==> config.mk <==
export PLATFORM = sky130hd
export DESIGN_NAME = bram_result_reader_flat
export DESIGN_NICKNAME = d
export VERILOG_FILES = /design/src/rtl/bram_pkg.sv /design/src/rtl/bram_result_reader_if.sv /design/src/rtl/bram_result_reader_fifo.sv /design/src/rtl/bram_result_reader.sv /design/src/flat_wrapper.sv
export SDC_FILE = /design/constraint.sdc
export NUM_CORES = 1
export LEC_CHECK = 0
export CORE_MARGIN = 2
export CORE_UTILIZATION = 55
export DETAILED_ROUTE_END_ITERATION = 16
export PLACE_DENSITY = 0.81
export REMOVE_ABC_BUFFERS = 1
export SLEW_MARGIN = 10
export SYNTH_ARGS = -nofsm -noshare
export SYNTH_HDL_FRONTEND = slang
export SYNTH_SLANG_ARGS = --single-unit
==> constraint.sdc <==
create_clock -name clk -period 7.11 [get_ports clk]
set_input_delay 1.422 -clock clk [delete_from_list [all_inputs] [get_ports clk]]
set_output_delay 1.422 -clock clk [all_outputs]
set_load 0.005 [all_outputs]
==> src/rtl/bram_pkg.sv <==
// Shared BRAM constants and the result-reader state encoding.
package bram_pkg;
  localparam int DATA_W        = 16;
  localparam int ADDR_W        = 8;
  localparam int RES_BASE      = 128;
  localparam int NUM_ENTRIES   = 128;
  localparam int BRAM_RD_LAT   = 2;
  localparam int IDX_W         = 7;
  localparam int RR_FIFO_DEPTH = 4;

  typedef enum logic [1:0] {
    RR_IDLE  = 2'd0,
    RR_RUN   = 2'd1,
    RR_DRAIN = 2'd2,
    RR_DONE  = 2'd3
  } rr_state_t;
endpackage

==> src/rtl/bram_result_reader_if.sv <==
// Result beat stream from the reader to a downstream consumer.
// A beat transfers on a clock edge where m_valid and m_ready are both high;
// once m_valid rises, it and the payload hold until that transfer happens.
interface bram_result_reader_if #(
  parameter int DATA_W = bram_pkg::DATA_W,
  parameter int IDX_W  = bram_pkg::IDX_W
);
  logic              m_valid;
  logic              m_ready;
  logic [DATA_W-1:0] m_data;
  logic              m_flag;
  logic [IDX_W-1:0]  m_index;
  logic              m_last;

  modport master (output m_valid, m_data, m_flag, m_index, m_last, input m_ready);
  modport slave  (input m_valid, m_data, m_flag, m_index, m_last, output m_ready);
endinterface

==> src/rtl/bram_result_reader_fifo.sv <==
// result_fifo: synchronous FIFO, head entry presented on dout while not empty.
module result_fifo #(
  parameter int WIDTH = 8,
  parameter int DEPTH = 4,
  localparam int CNT_W = $clog2(DEPTH + 1),
  localparam int PTR_W = (DEPTH > 1) ? $clog2(DEPTH) : 1
) (
  input  logic             clk,
  input  logic             rst,
  input  logic             push,
  input  logic [WIDTH-1:0] din,
  input  logic             pop,
  output logic [WIDTH-1:0] dout,
  output logic             full,
  output logic             empty,
  output logic [CNT_W-1:0] count
);
  logic [WIDTH-1:0] mem [DEPTH];
  logic [PTR_W-1:0] wr_ptr, rd_ptr;
  logic             do_push, do_pop;

  function automatic logic [PTR_W-1:0] ptr_inc(input logic [PTR_W-1:0] p);
    return (p == PTR_W'(DEPTH - 1)) ? '0 : p + PTR_W'(1);
  endfunction

  assign do_push = push && !full;
  assign do_pop  = pop && !empty;
  assign full    = (count == CNT_W'(DEPTH));
  assign empty   = (count == '0);
  assign dout    = mem[rd_ptr];

  always_ff @(posedge clk or posedge rst) begin
    if (rst) begin
      for (int i = 0; i < DEPTH; i++) mem[i] <= '0;
      wr_ptr <= '0;
      rd_ptr <= '0;
      count  <= '0;
    end else begin
      if (do_push) begin
        mem[wr_ptr] <= din;
        wr_ptr      <= ptr_inc(wr_ptr);
      end
      if (do_pop) rd_ptr <= ptr_inc(rd_ptr);
      case ({do_push, do_pop})
        2'b10:   count <= count + CNT_W'(1);
        2'b01:   count <= count - CNT_W'(1);
        default: count <= count;
      endcase
    end
  end
endmodule

==> src/rtl/bram_result_reader.sv <==
// Streams RAM_B/RAM_F result entries out over a valid/ready beat interface.
// Optional RESULT_READER_FLAGCNT_EN adds flag_cnt, the count of accepted beats with m_flag set.
module bram_result_reader #(
  parameter int DEPTH      = bram_pkg::NUM_ENTRIES,
  parameter int BASE       = bram_pkg::RES_BASE,
  parameter int DATA_W     = bram_pkg::DATA_W,
  parameter int ADDR_W     = bram_pkg::ADDR_W,
  parameter int RD_LAT     = bram_pkg::BRAM_RD_LAT,
  parameter int FIFO_DEPTH = bram_pkg::RR_FIFO_DEPTH
) (
  input  logic                clk,
  input  logic                rst,
  input  logic                start,
  output logic                busy,
  output logic                done,
  output logic [ADDR_W-1:0]   addr_b,
  input  logic [DATA_W-1:0]   douta_b,
  output logic [ADDR_W-1:0]   addr_f,
  input  logic                douta_f,
  bram_result_reader_if.master m,
  output bram_pkg::rr_state_t state
`ifdef RESULT_READER_FLAGCNT_EN
  ,
  output logic [7:0]          flag_cnt
`endif
);
  import bram_pkg::*;

  localparam int IDX_W = bram_pkg::IDX_W;
  localparam int PW    = DATA_W + 1 + IDX_W;
  localparam int CNT_W = $clog2(FIFO_DEPTH + 1);
  localparam logic [IDX_W-1:0] LAST_IDX = IDX_W'(DEPTH - 1);

  logic [IDX_W-1:0]  rd_idx;
  logic [RD_LAT-1:0] pipe_v;
  logic [IDX_W-1:0]  pipe_idx [RD_LAT];
  logic              issue, push, accept, full, empty;
  logic [CNT_W-1:0]  occ;
  logic [PW-1:0]     fifo_din, fifo_dout;

  assign addr_b = ADDR_W'(BASE) + ADDR_W'(rd_idx);
  assign addr_f = addr_b;

  // Credits: every issued read already owns a FIFO slot, so pushes never find it full.
  assign issue = (state == RR_RUN) && ((int'(occ) + $countones(pipe_v)) < FIFO_DEPTH);

  assign push     = pipe_v[RD_LAT-1];
  assign fifo_din = {douta_b, douta_f, pipe_idx[RD_LAT-1]};
  assign accept   = m.m_valid && m.m_ready;

  assign m.m_valid = !empty;
  assign {m.m_data, m.m_flag, m.m_index} = fifo_dout;
  assign m.m_last  = !empty && (m.m_index == LAST_IDX);

  result_fifo #(.WIDTH(PW), .DEPTH(FIFO_DEPTH)) u_fifo (
    .clk   (clk),
    .rst   (rst),
    .push  (push),
    .din   (fifo_din),
    .pop   (accept),
    .dout  (fifo_dout),
    .full  (full),
    .empty (empty),
    .count (occ)
  );

  always_ff @(posedge clk or posedge rst) begin
    if (rst) begin
      state  <= RR_IDLE;
      busy   <= 1'b0;
      done   <= 1'b0;
      rd_idx <= '0;
    end else begin
      if (issue) rd_idx <= rd_idx + IDX_W'(1);
      case (state)
        RR_IDLE: if (start) begin
          state  <= RR_RUN;
          busy   <= 1'b1;
          rd_idx <= '0;
        end
        RR_RUN: if (issue && (rd_idx == LAST_IDX)) state <= RR_DRAIN;
        RR_DRAIN: if (accept && m.m_last) begin
          state <= RR_DONE;
          done  <= 1'b1;
        end
        RR_DONE: if (!start) begin
          state <= RR_IDLE;
          busy  <= 1'b0;
          done  <= 1'b0;
        end
        default: state <= RR_IDLE;
      endcase
    end
  end

  // Tracks each outstanding read until its data leaves the BRAM.
  always_ff @(posedge clk or posedge rst) begin
    if (rst) begin
      for (int i = 0; i < RD_LAT; i++) begin
        pipe_v[i]   <= 1'b0;
        pipe_idx[i] <= '0;
      end
    end else begin
      pipe_v[0]   <= issue;
      pipe_idx[0] <= rd_idx;
      for (int i = 1; i < RD_LAT; i++) begin
        pipe_v[i]   <= pipe_v[i-1];
        pipe_idx[i] <= pipe_idx[i-1];
      end
    end
  end

  assert property (@(posedge clk) disable iff (rst) !(push && full));

`ifdef RESULT_READER_FLAGCNT_EN
  always_ff @(posedge clk or posedge rst) begin
    if (rst) flag_cnt <= '0;
    else if ((state == RR_IDLE) && start) flag_cnt <= '0;
    else if (accept && m.m_flag) flag_cnt <= flag_cnt + 8'd1;
  end
`endif
endmodule

==> src/flat_wrapper.sv <==
// flat-port wrapper written by rule: the top's interface ports become plain ports
module bram_result_reader_flat import bram_pkg::*;
#(
  parameter int DEPTH      = bram_pkg::NUM_ENTRIES,
  parameter int BASE       = bram_pkg::RES_BASE,
  parameter int DATA_W     = bram_pkg::DATA_W,
  parameter int ADDR_W     = bram_pkg::ADDR_W,
  parameter int RD_LAT     = bram_pkg::BRAM_RD_LAT,
  parameter int FIFO_DEPTH = bram_pkg::RR_FIFO_DEPTH
)
  (clk, rst, start, busy, done, addr_b, douta_b, addr_f, douta_f, state, m_m_valid, m_m_data, m_m_flag, m_m_index, m_m_last, m_m_ready);
  bram_result_reader_if #(.DATA_W(DATA_W)) m_i ();
  input  logic clk;
  input  logic rst;
  input  logic start;
  output logic busy;
  output logic done;
  output logic [ADDR_W-1:0] addr_b;
  input  logic [DATA_W-1:0] douta_b;
  output logic [ADDR_W-1:0] addr_f;
  input  logic douta_f;
  output bram_pkg::rr_state_t state;
  output wire logic [$bits(m_i.m_valid)-1:0] m_m_valid;
  output wire logic [$bits(m_i.m_data)-1:0] m_m_data;
  output wire logic [$bits(m_i.m_flag)-1:0] m_m_flag;
  output wire logic [$bits(m_i.m_index)-1:0] m_m_index;
  output wire logic [$bits(m_i.m_last)-1:0] m_m_last;
  input wire logic [$bits(m_i.m_ready)-1:0] m_m_ready;
  assign m_m_valid = m_i.m_valid;
  assign m_m_data = m_i.m_data;
  assign m_m_flag = m_i.m_flag;
  assign m_m_index = m_i.m_index;
  assign m_m_last = m_i.m_last;
  assign m_i.m_ready = m_m_ready;
  bram_result_reader #(.DEPTH(DEPTH), .BASE(BASE), .DATA_W(DATA_W), .ADDR_W(ADDR_W), .RD_LAT(RD_LAT), .FIFO_DEPTH(FIFO_DEPTH)) u_core (.clk(clk), .rst(rst), .start(start), .busy(busy), .done(done), .addr_b(addr_b), .douta_b(douta_b), .addr_f(addr_f), .douta_f(douta_f), .m(m_i), .state(state));
endmodule
==> impl_metrics.py, run 1 <==
metrics = {
    "final_layout": {
        "nets": 466,
        "fin_area_um2": 7030,
        "drive_gt1_share_pct": 16.4,
        "utilization_pct": 69.0,
        "final_common_cell": "dfrtp_1",
        "fillers": 711,
        "syn_to_final_growth_pct": 23.6,
        "final_cell_mix": "dfrtp_1 (129), mux2_1 (97), clkdlybuf4s50_1 (64), mux4_2 (24), clkbuf_16 (16)",
        "seq_area_um2": 3250,
        "n_antenna_cell": 0,
        "multi_input_area_um2": 2240,
    },
    "detailed_routing": {
        "ant_nets": 0,
        "post-route-drc-count": 0,
        "vias_per_cell": 5.52,
        "drt_pre_antenna_iters": 4,
        "vias": 3204,
        "dr.first_iter.drc_count": 103,
        "wirelength_um": 10900,
        "avgRoutedWirePerCell_um": 18.7,
    },
    "clock_tree": {
        "cts_tree": "built",
        "clk_path_buf_depth": 2,
        "cts_inserted_buffers": 17,
        "htreeDepth": 4,
        "postCtsSetupBuffers": 0,
        "clock_latency_ns": 0.52,
        "cts_hold_buf": 0,
        "cts_resized": 0,
        "clkSinkCount": 130,
        "clkTransAtPathRegs_ns": 0.06,
        "ctsRootBufferMaster": "clkbuf_8",
    },
    "timing": {
        "report.final.slew_viol_count": 0,
        "finalClockSkew_ns": 0.00788,
        "setup_tns_ns": 0,
        "slew_headroom_pct": 33.1,
        "fin_crit_ns": 4.21,
        "setup-violations-final": 0,
        "rsz0062_at_grt": "no",
        "finalCritPeriodShare_pct": 59.3,
        "setup_ws_ns": 2.90,
        "max_freq_mhz": 237,
        "tightest_slew_ns": 1.00,
        "finalHoldViolations": 0,
    },
    "placement": {
        "place_ws_ns": 3.44,
        "port_buffers": 64,
        "globalplace.congestion": 0.768,
        "hpwl_um": 6760,
        "postPlaceCellArea_um2": 6390,
    },
    "pwr": {
        "power.static_leakage_nw": 3.12,
        "peakVddDrop_uv": 268,
        "p_per_area_nw_per_um2": 454,
    },
    "floorplan": {
        "dieHeight_um": 106,
        "die_w_um": 106,
        "ioPinCount": 67,
        "die-area_um2": 11200,
        "core.rowCount": 37,
        "initial_core_util_pct": 55.8,
        "fp.coreArea_um2": 10200,
    },
    "logic_synthesis": {
        "mappedNetlistArea_um2": 5690,
        "synth-seq-area-share_pct": 57.2,
        "post_synth_num_cell_types": 38,
        "synth_cells": 366,
        "ys_ff_latch": 130,
        "avgSynthCellArea_um2": 15.5,
        "async_reset_ff_share_pct": 100,
        "synth_edf_count": 0,
        "ys.flop_type": "dfrtp_1",
        "yosys_warnings": 0,
    },
    "run": {
        "maxCapViolCount": 0,
    },
    "worst_setup_path": {
        "endpoint_kind": "primary output",
        "critPathKind": "reg -> out",
        "crit_path_start_kind": "flip-flop",
        "arrival_ns": 2.79,
        "worstPathRequired_ns": 5.69,
        "critPathMaxFanout": 26,
    },
    "min_path": {
        "hp-class": "reg -> reg",
    },
    "global_routing": {
        "grt_max_degree": 86,
        "antenna_found_initial": 0,
        "grt-ovfl-total": 0,
        "grt_pass1_vias": 3537,
        "track_usage_pct": 21.5,
        "grt_pass1_wl_um": 18200,
    },
    "run_status": {
        "status": "complete, no violations",
    },
}
-- layer usage --
metal | global-route usage [%] | vias to the layer above | wire (um)
li1 | - | 1437 | -
met1 | 28.2 | 1681 | 4800
met2 | 35.2 | 77 | 5430
met3 | 7.05 | 9 | 533
met4 | 5.45 | 0 | 86
met5 | 0 | - | 0
-- report_power, final --
group          internal [W]  switching (W)  leakage (nW)
combinational      0.000655       0.000358          1.20
clock              0.000581       0.000350         0.305
sequential          0.00103       0.000219          1.62
-- final timing paths --
| kind | start | end | slack, ns | cells past startpoint |
|---|---|---|---|---|
| max in group asynchronous | rst | u_core.u_fifo.rd_ptr[1] | 4.42 | 3 |
| min | u_core.pipe_idx[11] | u_core.fifo_din[4] | 0.35 | 0 |
| min reg2reg | u_core.pipe_idx[11] | u_core.fifo_din[4] | 0.35 | 0 |
| min in group asynchronous | rst | u_core.rd_idx[1] | 1.52 | 2 |
| max reg2reg | u_core.u_fifo.rd_ptr[1] | u_core.state[1] | 4.66 | 5 |
| max | u_core.u_fifo.rd_ptr[1] | m_m_last | 2.90 | 4 |
-- critical path, stage by stage (launching register included) --
cell and delay (ns):
dfrtp_2 0.91, mux4_2 0.39, nand4_2 0.16, nor3_1 0.24, clkdlybuf4s50_1 0.58
-- logic make-up (layout without fill, tap and decap cells) --
kind of cell               Yosys count  after routing  synth area share [%]
DFF                                130            130                  57.2
muxes                              125            125                  29.5
and+or+nand+nor                     38             38                  3.43
buffers and inverters               36            113                  3.52
adders and majority gates           14             14                  3.21
AOI/OAI and AO/OA                   14             14                  1.83
xor gates and xnor gates             8              8                  1.23
other                                1              2                0.0659
-- registers in the layout, summed over array words and instances (netlist names) --
register              flops
u_core.u_fifo.mem        96
u_core.fifo_din           7
u_core.pipe_idx           7
u_core.rd_idx             7
u_core.u_fifo.count       3
u_core.pipe_v             2
u_core.state              2
u_core.u_fifo.rd_ptr      2
u_core.u_fifo.wr_ptr      2
u_core.busy               1
u_core.done               1
-- cell usage after synthesis (all sizes together) (6+ instances only) --
library cell	n	share of area (%)
buf	23	2.7
nor2	8	0.53
inv	11	0.73
xor2	6	0.92
mux2	98	19
ha	13	2.9
dfrtp	130	57
o21ai	6	0.53
mux4	24	9.5
nand2	11	0.73
-- metrics by stage --
stage / hold slack [ns] / std cells / power, W
final: 0.347 / 580 / 0.00319
after global routing: 0.352 / 580 / 0.00338
after CTS: 0.349 / 580 / 0.00323
after detailed placement: 0.335 / 548 / 0.00228
after global placement: 0.334 / 548 / 0.00222
after floorplan: 0.331 / 342 / 0.00182
-- area by class of cell --
cell class                      instances  area share (%)
Sequential cell                       130            46.3
Multi-Input combinational cell        201            31.8
Timing Repair Buffer                   70            9.76
Clock buffer                           17            5.89
Clock inverter                         15            3.15
Tap cell                              136            2.42
Inverter                               11           0.623
No activity file was read; power rests on OpenSTA's default activity.
==> run 2: changes to the inputs <==
==> constraint.sdc (replaced) <==
create_clock -name clk -period 4.2 [get_ports clk]
set_input_delay 0.84 -clock clk [delete_from_list [all_inputs] [get_ports clk]]
set_output_delay 0.84 -clock clk [all_outputs]
set_load 0.005 [all_outputs]
==> impl_metrics.py, run 2 (same netlist as run 1, synthesis figures left out) <==
metrics = {
    "run_status": {
        "status": "complete, no violations",
    },
    "clock_tree": {
        "ctsRootBufferMaster": "clkbuf_8",
        "cts_resized": 0,
        "clock_latency_ns": 0.51,
        "postCtsSetupBuffers": 0,
        "htreeDepth": 4,
        "cts_inserted_buffers": 17,
        "cts_hold_buf": 0,
        "cts_tree": "built",
        "clk_path_buf_depth": 2,
        "clkTransAtPathRegs_ns": 0.06,
        "clkSinkCount": 130,
    },
    "global_routing": {
        "antenna_found_initial": 0,
        "grt_pass1_wl_um": 18200,
        "track_usage_pct": 21.4,
        "grt-ovfl-total": 0,
        "grt_pass1_vias": 3550,
        "grt_max_degree": 53,
    },
    "final_layout": {
        "final_cell_mix": "dfrtp_1 (129), mux2_1 (97), clkdlybuf4s50_1 (64), mux4_2 (24), clkbuf_16 (16)",
        "top_register": "u_core.u_fifo.mem",
        "seq_area_um2": 3250,
        "nets": 468,
        "utilization_pct": 68.2,
        "final_common_cell": "dfrtp_1",
        "largest_reg_flops": 96,
        "multi_input_area_um2": 2240,
        "fillers": 713,
        "n_antenna_cell": 0,
        "syn_to_final_growth_pct": 22.1,
        "drive_gt1_share_pct": 15.8,
    },
    "floorplan": {
        "die-area_um2": 11200,
        "core.rowCount": 37,
        "ioPinCount": 67,
        "die_w_um": 106,
        "initial_core_util_pct": 55.8,
        "fp.coreArea_um2": 10200,
        "dieHeight_um": 106,
    },
    "timing": {
        "finalCritPeriodShare_pct": 84.7,
        "rsz0062_at_grt": "no",
        "setup_tns_ns": 0,
        "tightest_slew_ns": 0.779,
        "fin_hold_ws_ns": 0.349,
        "setup-violations-final": 0,
        "report.final.slew_viol_count": 0,
        "fin_crit_ns": 3.56,
        "slew_headroom_pct": 48.1,
        "finalClockSkew_ns": 0.00837,
        "finalHoldViolations": 0,
        "max_freq_mhz": 281,
    },
    "detailed_routing": {
        "avgRoutedWirePerCell_um": 18.4,
        "wirelength_um": 10600,
        "ant_nets": 0,
        "vias_per_cell": 5.47,
        "drt_pre_antenna_iters": 4,
        "post-route-drc-count": 0,
        "dr.first_iter.drc_count": 104,
        "vias": 3169,
    },
    "worst_setup_path": {
        "critPathKind": "reg -> out",
        "reg2regPathDepth": 5,
        "r2r-end": "u_core.state[1]",
        "arrival_ns": 2.72,
        "critPathMaxFanout": 26,
        "crit_path_start_kind": "flip-flop",
        "worstPathRequired_ns": 3.36,
        "ff2ff_setup_slack_ns": 1.78,
        "endpoint_kind": "primary output",
        "r2r-start": "u_core.u_fifo.rd_ptr[1]",
    },
    "pwr": {
        "p_per_area_nw_per_um2": 738,
        "peakVddDrop_uv": 348,
        "power.static_leakage_nw": 3.10,
    },
    "min_path": {
        "whs_endpoint": "u_core.fifo_din[2]",
        "hp-class": "reg -> reg",
        "whs_path_depth": 0,
        "hold_start": "u_core.pipe_idx[9]",
    },
    "run": {
        "maxCapViolCount": 0,
    },
    "placement": {
        "hpwl_um": 6880,
        "globalplace.congestion": 0.732,
        "port_buffers": 64,
    },
}
## run 2: cell count changes in the layout (fill, tap and decap cells not counted), sizes merged
| cell | previous run | this run |
|---|---|---|
| inv | 17 | 11 |
| clkbuf | 17 | 22 |
| bufinv | 4 | 1 |
| clkinv | 3 | 6 |
| buf | 6 | 8 |
| clkinvlp | 2 | 0 |
## run 2: layer usage
metal | vias to the layer above | track usage (%) | wire length (um) | share of wire, %
li1 | 1437 | - | - | -
met1 | 1634 | 28.4 | 4770 | 45
met2 | 82 | 34.3 | 5260 | 49
met3 | 16 | 6.25 | 463 | 4.4
met4 | 0 | 7.33 | 151 | 1.4
met5 | - | 0 | 0 | 0
## run 2: power by group
part | internal [W] | leakage (nW) | switching [W]
combinational | 0.00111 | 1.21 | 0.000585
clock | 0.000814 | 0.266 | 0.000491
sequential | 0.00175 | 1.62 | 0.000376
## run 2: how the worst max path moves through the flow
stage	from	endpoint	slack [ns]	cells past startpoint
after floorplan	rst	u_core.busy	-0.11	1
after global placement	u_core.u_fifo.rd_ptr[1]	m_m_last	1.14	4
after detailed placement	u_core.u_fifo.rd_ptr[1]	m_m_last	1.13	4
after CTS	u_core.u_fifo.rd_ptr[1]	m_m_last	0.56	4
after global routing	u_core.u_fifo.rd_ptr[1]	m_m_last	0.41	4
final	u_core.u_fifo.rd_ptr[1]	m_m_last	0.64	4
## run 2: final cells by class
cell class | instances | share of cell area [%]
multi-input combinational | 201 | 32.2
sequential | 130 | 46.9
clock buffer | 22 | 6.67
clock inverter | 7 | 0.865
timing repair buffer | 72 | 10.3
inverter | 11 | 0.631
tap | 136 | 2.45
## run 2: critical path: stages, from the launching register on
cell,delay (ns)
dfrtp_2,0.87
mux4_2,0.36
nand4_2,0.18
nor3_1,0.23
clkdlybuf4s50_1,0.55
## run 2: through the flow
stage / power (W) / cell area, um2 / setup WS, ns / std cells
global placement: 0.00377 / 6420 / 1.14 / 550
floorplan: 0.00308 / 5530 / -0.109 / 342
global route: 0.00546 / 6940 / 0.409 / 579
CTS: 0.00520 / 6940 / 0.560 / 579
detailed placement: 0.00386 / 6420 / 1.13 / 550
finish: 0.00512 / 6940 / 0.642 / 579
